===== src/rtl/uart_tx_arbiter.sv =====
// Round-robin arbiter sharing one UART TX byte interface among NUM_REQ requesters.
// Optional idle-timeout release is compiled in with `define UART_ARB_TIMEOUT_EN.
//
// state    | meaning
// ST_IDLE  | no owner; pick the next valid requester after the last owner
// ST_GRANT | owner's byte stream passes straight through to the transmitter
module uart_tx_arbiter #(
    parameter int NUM_REQ      = 4,
    parameter int DATA_W       = 8,
    parameter int MAX_BURST    = 16,
    parameter int IDLE_TIMEOUT = 32
) (
    input  logic                      clk,
    input  logic                      rst,
    input  logic [NUM_REQ-1:0]        req_valid,
    input  logic [NUM_REQ*DATA_W-1:0] req_data,
    input  logic [NUM_REQ-1:0]        req_last,
    output logic [NUM_REQ-1:0]        req_ready,
    output logic [DATA_W-1:0]         tx_data,
    output logic                      tx_valid,
    input  logic                      tx_ready,
    output logic [NUM_REQ-1:0]        grant,
    output logic                      busy
);
    localparam int IDX_W = $clog2(NUM_REQ);

    localparam logic [0:0] ST_IDLE  = 1'b0;
    localparam logic [0:0] ST_GRANT = 1'b1;

    if (NUM_REQ < 2 || NUM_REQ > 8 || MAX_BURST < 1 || MAX_BURST > 255 || IDLE_TIMEOUT < 1) begin : g_bad_params
        $error("uart_tx_arbiter: parameter out of range");
    end

    logic [0:0]        state;
    logic [IDX_W-1:0]  owner;
    logic [IDX_W-1:0]  ptr;
    logic [IDX_W-1:0]  sel;
    logic [IDX_W-1:0]  cand;
    logic              sel_found;
    logic [7:0]        burst_cnt;
    logic              xfer;
    logic              burst_hit;
    logic              release_pkt;
    logic              timeout_hit;

    // Search starts just after the previous owner so every requester gets a turn.
    always_comb begin
        sel       = ptr;
        cand      = ptr;
        sel_found = 1'b0;
        for (int k = 1; k <= NUM_REQ; k++) begin
            cand = IDX_W'((int'(ptr) + k) % NUM_REQ);
            if (!sel_found && req_valid[cand]) begin
                sel_found = 1'b1;
                sel       = cand;
            end
        end
    end

    always_comb begin
        req_ready = '0;
        tx_valid  = 1'b0;
        tx_data   = '0;
        if (state == ST_GRANT) begin
            tx_valid         = req_valid[owner];
            tx_data          = req_data[owner*DATA_W +: DATA_W];
            req_ready[owner] = tx_ready;
        end
    end

    assign busy        = (state == ST_GRANT);
    assign xfer        = tx_valid && tx_ready;
    assign burst_hit   = (burst_cnt + 8'd1) == 8'(MAX_BURST);
    assign release_pkt = (xfer && (req_last[owner] || burst_hit)) || timeout_hit;

`ifdef UART_ARB_TIMEOUT_EN
    localparam int IDLE_W = $clog2(IDLE_TIMEOUT + 1);

    logic [IDLE_W-1:0] idle_cnt;

    assign timeout_hit = (state == ST_GRANT) && !req_valid[owner]
                         && ((idle_cnt + IDLE_W'(1)) == IDLE_W'(IDLE_TIMEOUT));

    // Held at zero outside GRANT, so every new grant starts a fresh count.
    always_ff @(posedge clk) begin
        if (rst) begin
            idle_cnt <= '0;
        end else if (state != ST_GRANT || req_valid[owner]) begin
            idle_cnt <= '0;
        end else begin
            idle_cnt <= idle_cnt + IDLE_W'(1);
        end
    end
`else
    assign timeout_hit = 1'b0;
`endif

    always_ff @(posedge clk) begin
        if (rst) begin
            state     <= ST_IDLE;
            grant     <= '0;
            owner     <= '0;
            ptr       <= IDX_W'(NUM_REQ - 1);
            burst_cnt <= '0;
        end else if (state == ST_IDLE) begin
            if (sel_found) begin
                state     <= ST_GRANT;
                owner     <= sel;
                grant     <= NUM_REQ'(1) << sel;
                burst_cnt <= '0;
            end
        end else begin
            if (xfer) begin
                burst_cnt <= burst_cnt + 8'd1;
            end
            if (release_pkt) begin
                state <= ST_IDLE;
                ptr   <= owner;
                grant <= '0;
            end
        end
    end

endmodule


===== config.mk =====
export PLATFORM = sky130hd
export DESIGN_NAME = uart_tx_arbiter
export DESIGN_NICKNAME = d
export VERILOG_FILES = /design/src/rtl/uart_tx_arbiter.sv
export SDC_FILE = /design/constraint.sdc
export NUM_CORES = 1
export LEC_CHECK = 0
export BUFFER_PORTS_ARGS = -buffer_cell sky130_fd_sc_hd__clkbuf_2
export CELL_PAD_IN_SITES_DETAIL_PLACEMENT = 0
export CELL_PAD_IN_SITES_GLOBAL_PLACEMENT = 1
export CORE_ASPECT_RATIO = 1.1
export CORE_MARGIN = 2
export CORE_UTILIZATION = 29
export DETAILED_ROUTE_END_ITERATION = 16
export PLACE_DENSITY = 0.75
export SYNTH_ARGS = -nofsm -noshare
export SYNTH_HDL_FRONTEND = slang
export SYNTH_SLANG_ARGS = --single-unit

===== constraint.sdc =====
create_clock -name clk -period 1.5 [get_ports clk]
set_input_delay 0.15 -clock clk [delete_from_list [all_inputs] [get_ports clk]]
set_output_delay 0.15 -clock clk [all_outputs]
set_load 0.005 [all_outputs]

==> impl_results.md, run 1 <==
* GRT overflow at 0
* Fin Clk Skew at between 0.002 and 0.0025 ns
* Die Area at about 0.0048 sq mm
* IO Port Bufs at 60
* Drt drc at 0
* Final Total Pwr at roughly 1.4 mW
* Setup TNS at -2.71 ns
* Pwr per Cell Area at about 660 mW/mm^2
* Global-route wire length before repair at a little over 6 mm
* Cts bufs inserted at 3
* H-tree Lvls at 1
* Critical path class: flop to primary output
* Most common cell after layout, fill and taps aside: clkbuf_2
* Largest net degree at the start of global routing at 17
* Critical path required time at about 1.4 ns
* Reg area at about 350 sq um
* Hold Crit Class: input pin to flop
* Initial DRC count at 48
* Die height at 72.6 um
* FF+latch count, synth at 17
* CP arrival at 1.55 ns
* Antenna violations before repair at 0
* Max_cap viols at 0
* CTS clk-pin slew, worst paths at ~0.070 ns
* Vias per inst at between 5 and 6
* Setup violations, final at 25
* Final ANT Viol Nets at 0
* Initial core utilization at just over 30%
* Worst-Skew Late Latency at approximately 0.26 ns
* Most frequent cells in the layout: clkbuf_2, buf_4, dfxtp_1
* Element type at the critical path end: primary output
* Avg Cell Area, Syn at roughly 9 sq um
* WL/cell at around 14 um
* Row cnt at 24
* Synth Cell Area at about 0.0012 sq mm
* Top Ports at 61
* Core Footprint at 0.00402 sq mm
* Post-CTS Hold Buffers at 0
* Ant. Diodes at 0
* Final-report hold violation count at 0
* CTS tree: yes
* Setup repair after global routing missed its margin: true
* Syn_nets at about 180
* Worst Setup Start Kind: flop
* Leakage at about 0.91 nW
* Global placer's final weighted congestion at 0.779
* Proportion of layout cells with a drive suffix above 1 at between 60% and 70%
* CTS Buffer Depth at 2
* Die width at around 66 um
* Post-synthesis cell count at approximately 140
* Max FO, Critical Path at 5
* Fillers at between 300 and 400
* Multi-input logic area at slightly below 0.001 sq mm
* Clock Sinks at 17
* Worst-Margin Slew at between 0.3 and 0.4 ns
* Dpl hpwl at between 3 and 4 mm
* GRT Util Overall at ~17%
* Outcome: finished with violations
* CTS root buffer: clkbuf_8
* Peak supply drop at between 0.3 and 0.4 mV
* Setup WS post-layout at -0.202 ns
* Synth unique cells at 40
* DRT Wirelength at 4.01 mm
* Pre-antenna DRT Iters at 4
* Fin area at 0.00207 sq mm
* Slew HR at between 70% and 80%
* Nets at between 200 and 300
* Period utilization at 113%
* Number of global-route vias before repair at 1353
* Failing checks: negative setup slack
* Slew Viols, Final at 0
* Min cycle time layout at 1.70 ns
* Ys Warns at 0
* Placed cell areas at 0.00173 sq mm
* Sequential element share of the synthesized area at about 27%
* Area Overhead vs Synth at 66.6%
* Detailed-route via count at roughly 1400
* Fmax at between 0.5 and 0.6 GHz
==> cell type report <==
| type | instances | area share [%] |
|---|---|---|
| Inverter | 7 | 1.27 |
| Multi-Input combinational cell | 106 | 47.4 |
| Timing Repair Buffer | 91 | 29.1 |
| Sequential cell | 17 | 16.9 |
| Tap cell | 52 | 3.15 |
| Clock buffer | 4 | 2.18 |
==> metrics by stage <==
stage / instances / setup WS [ns] / utilization [%] / hold WS, ns
floorplan: 137 / -0.0445 / - / 0.267
global placement: 263 / -0.0762 / 42.9 / 0.451
detailed placement: 263 / -0.110 / 42.9 / 0.460
CTS: 273 / -0.218 / 48.1 / 0.312
global route: 277 / -0.247 / 51.4 / 0.322
finish: 277 / -0.202 / 51.4 / 0.309
==> logic make-up after synthesis <==
family	Yosys count	synth area share, %
compound gates	35	20.6
fa+ha+maj	1	1.01
buf+inv	14	5.34
flops	17	27.4
mux	16	22.0
simple gates	54	23.7
==> Yosys cell counts (all sizes together) <==
library cell | count | area (sq um)
o311ai | 2 | 17.5
a32o | 1 | 10.0
ha | 1 | 12.5
a21o | 1 | 7.51
dfxtp | 17 | 340
nand2 | 7 | 26.3
mux2i | 7 | 70.1
a221oi | 1 | 8.76
a32oi | 1 | 8.76
a211oi | 1 | 12.5
nor3 | 2 | 10.0
nand3 | 4 | 20.0
and3 | 3 | 18.8
nand3b | 5 | 37.5
o22ai | 2 | 12.5
or4b | 1 | 10.0
clkbuf | 3 | 11.3
or4 | 1 | 7.51
o32ai | 2 | 25.0
nor2b | 1 | 6.26
o21ai | 10 | 57.6
nor2 | 15 | 56.3
and2 | 10 | 62.6
a31oi | 1 | 6.26
buf | 4 | 28.8
inv | 7 | 26.3
mux4 | 9 | 203
a21oi | 10 | 53.8
a41oi | 1 | 16.3
nand2b | 4 | 32.5
o22a | 2 | 18.8
or3 | 1 | 6.26
==> layer usage <==
layer / global-route usage [%] / vias to the layer above / share of wire, %
li1: - / 688 / -
met1: 17.6 / 666 / 36
met2: 32.0 / 62 / 53
met3: 3.09 / 7 / 8.8
met4: 6.58 / 0 / 2.0
met5: 0 / - / 0
==> what timing repair did <==
item	in CTS	in global routing
buffers inserted	5	4
endpoints found under the hold margin	0	0
cloned	1	1
resized for setup	43	22
endpoints found under the setup margin	23	29
pin swaps	9	9
==> power breakdown <==
part	internal, mW	switching [mW]
sequential	0.470	0.0214
combinational	0.294	0.222
clock	0.189	0.167
==> worst max-delay path, stage by stage, from the launching register on <==
cell and delay, ns:
dfxtp_4 0.39, buf_12 0.13, mux4_2 0.50, and2_1 0.17, clkbuf_2 0.10
==> flip-flops by register name, indices dropped and copies added, names as in the netlist <==
signal	count
grant	4
busy	1
owner	2
burst_cnt	8
ptr	2
==> path summary, 6_finish.rpt <==
path                    startpoint                        end  slack (ns)  cells after the start
min                            rst  burst_cnt[1]$_SDFFE_PP0P_        0.31                      2
max reg2reg  owner[0]$_SDFFE_PP0P_      owner[0]$_SDFFE_PP0P_       -0.14                      4
min reg2reg  grant[3]$_SDFFE_PP0P_      grant[3]$_SDFFE_PP0P_        0.47                      2
max          owner[0]$_SDFFE_PP0P_                 tx_data[4]       -0.20                      4
(Power assumes the default switching activity.)
==> inputs of run 2 (changes only) <==
REMOVE_ABC_BUFFERS = 1   (was default)
==> run 2 against run 1 <==
The flow still finishes with violations (negative setup slack). Worst hold slack worse by 0.064 ns. Non-clock buffer count stayed put. Routed wire length is 8.1% lower. Die area stayed put. Clock power is 2% lower. Sequential share of layout area is 0.45 points higher. Register-to-register slack better by 0.04 ns. Combinational power is 4.9% lower. Largest cell class unchanged. Highest routed layer unchanged.
==> impl_results.md, run 2 (synthesis results as in run 1) <==
* WL/cell at 13.3 um (-8.1%)
* Critical path class: flop to primary output
* GRT Util Overall at 15.2% (-1.4 points)
* Vias per inst at 4.89 (-4.8%)
* Final core utilization at 50.1% (-1.3 points)
* Setup WS post-layout at -0.167 ns (+0.0352 ns)
* DRT Wirelength at 3.69 mm (-8.1%)
* Fmax at 0.600 GHz (+2.1%)
* Nets at 270 (unchanged)
* Placed Instances at 268 (+1.9%)
* Cts bufs inserted at 3 (unchanged)
* RR Endpoint: burst_cnt[7]$_SDFFE_PP0P_
* Max FO, Critical Path at 5 (unchanged)
* Comb pwr share at 36.8% (-1.0 points)
* Slew Viols, Final at 0 (unchanged)
* CTS tree: yes
* Fin cells at 277 (unchanged)
* Initial core utilization at 30.8% (unchanged)
* Hold WS at 0.246 ns (-0.0637 ns)
* Worst-Skew Late Latency at 0.25 ns (about the same)
* Global placer's final weighted congestion at 0.783 (+0.49%)
* Peak supply drop at 0.374 mV (+6.8%)
* CTS clk-pin slew, worst paths at 0.07 ns (about the same)
* Number of global-route vias before repair at 1312 (-3.0%)
* Critical path required time at 1.35 ns (about the same)
* Post-CTS Hold Buffers at 0 (unchanged)
* Hold Startpoint: rst
* Die Area at 0.00482 sq mm (unchanged)
* Initial DRC count at 51 (+6.3%)
* H-tree Lvls at 1 (unchanged)
* Row cnt at 24 (unchanged)
* Cells on worst reg2reg path at 6 (+2)
* Area Overhead vs Synth at 62.3%
* IO Port Bufs at 60 (unchanged)
* Clock Sinks at 17 (unchanged)
* Worst R2R Start: owner[0]$_SDFFE_PP0P_
* Most frequent cells in the layout: clkbuf_2, buf_4, dfxtp_1
* Pwr per Cell Area at 660 mW/mm^2 (+0.23%)
* Largest reg by FF count: burst_cnt
* Period utilization at 111% (-2.3 points)
* Setup TNS at -2.10 ns (+0.613 ns)
* Final-report hold violation count at 0 (unchanged)
* Max_cap viols at 0 (unchanged)
* Slew HR at 75.4% (+1.9 points)
* Max FFs per register at 8 (unchanged)
* Setup repair after global routing missed its margin: true
* Drt drc at 0 (unchanged)
* FF-to-FF setup slack at -0.10 ns (+0.04 ns)
* Min cycle time layout at 1.67 ns (-0.0352 ns)
* Worst-Margin Slew at 0.366 ns (-0.0276 ns)
* Hold Crit Class: input pin to flop
* Die height at 72.6 um (unchanged)
* Proportion of layout cells with a drive suffix above 1 at 60.4% (-2.7 points)
* Sequential Power Share at 37.0% (+1.0 points)
* Detailed-route via count at 1354 (-4.8%)
* Fin Clk Skew at 0.00476 ns (+0.00272 ns)
* Final ANT Viol Nets at 0 (unchanged)
* Pre-antenna DRT Iters at 4 (unchanged)
* Clk pwr share at 26.2% (about the same)
* Die width at 66.4 um (unchanged)
* Outcome: finished with violations
* Biggest regs: burst_cnt (8), grant (4)
* Leakage at 0.904 nW (about the same)
* Internal power at 0.936 mW (-1.7%)
* Failing checks: negative setup slack
* Setup violations, final at 22 (-12%)
* Top Ports at 61 (unchanged)
* GRT overflow at 0 (unchanged)
* Most common cell after layout, fill and taps aside: clkbuf_2
* Switching share of power at 29.6% (-0.46 points)
* CTS Buffer Depth at 2 (unchanged)
* Ant. Diodes at 0 (unchanged)
* Global-route wire length before repair at 5.82 mm (-5.2%)
* Dpl hpwl at 2.81 mm (-8.5%)
* Largest net degree at the start of global routing at 13 (-4)
* CP arrival at 1.52 ns (-0.03 ns)
* CP startpoint: owner[0]$_SDFFE_PP0P_
* Worst Setup Start Kind: flop
* CP endpoint: tx_data[3]
* Core Footprint at 0.00402 sq mm (unchanged)
* Switching power at 0.394 mW (-3.9%)
* Element type at the critical path end: primary output
* Final Total Pwr at 1.33 mW (-2.4%)
* CTS root buffer: clkbuf_8
* Antenna violations before repair at 0 (unchanged)
-- run 2: cell count changes in the layout (fill, tap and decap cells not counted), sizes merged --
cell and change:
buf +1, clkbuf -2, clkinv +1
-- run 2: how the worst min path moves through the flow --
stage	cells after the start	slack (ns)	to
after CTS	3	0.25	grant[3]$_SDFFE_PP0P_
after global routing	3	0.27	grant[3]$_SDFFE_PP0P_
after floorplan	1	0.21	burst_cnt[6]$_SDFFE_PP0P_
after detailed placement	2	0.45	grant[3]$_SDFFE_PP0P_
after global placement	2	0.46	grant[1]$_SDFFE_PP0P_
final	3	0.25	grant[3]$_SDFFE_PP0P_
-- run 2: per-stage QoR --
stage                     area (sq um)  setup WS (ns)
after CTS                         1890         -0.175
after global routing              2010         -0.233
after global placement            1760         -0.121
after detailed placement          1760         -0.166
final                             2010         -0.167
after floorplan                   1200         -0.440
-- run 2: final cells by class --
type | count | area, sq um
clock buffers | 3 | 41.3
clock inverters | 1 | 5.00
fillers | 406 | 2010
inverters | 7 | 26.3
multi-input cells | 106 | 953
flip-flops and latches | 17 | 349
well taps | 52 | 65.1
repair buffers | 91 | 574
-- run 2: critical path, stage by stage, from the launching register on --
cell and delay, ns:
dfxtp_4 0.39, buf_6 0.14, mux4_2 0.48, and2_1 0.14, clkbuf_2 0.11
-- run 2: timing repair --
item | in CTS | in global routing
setup buffers | 3 | 2
endpoints found under the setup margin | 24 | 27
pin swaps | 16 | 5
resized for setup | 29 | 27
-- run 2: power by group through the flow --
stage	sequential (mW)	combinational (mW)	clock, mW
5_1_grt	0.494	0.531	0.383
3_3_place_gp	0.497	0.400	0
3_5_place_dp	0.499	0.399	0
2_1_floorplan	0.512	0.180	0
4_1_cts	0.489	0.440	0.360
6_report	0.492	0.490	0.349
-- run 2: layer usage --
layer / part of all wire (%) / up-vias / wire, um / track usage, %
li1: - / 684 / - / -
met2: 54 / 15 / 2000 / 28.4
met4: 0.92 / 0 / 34 / 2.72
met5: 0 / - / 0 / 0
met3: 2.1 / 4 / 76 / 2.93
met1: 43 / 651 / 1580 / 18.1
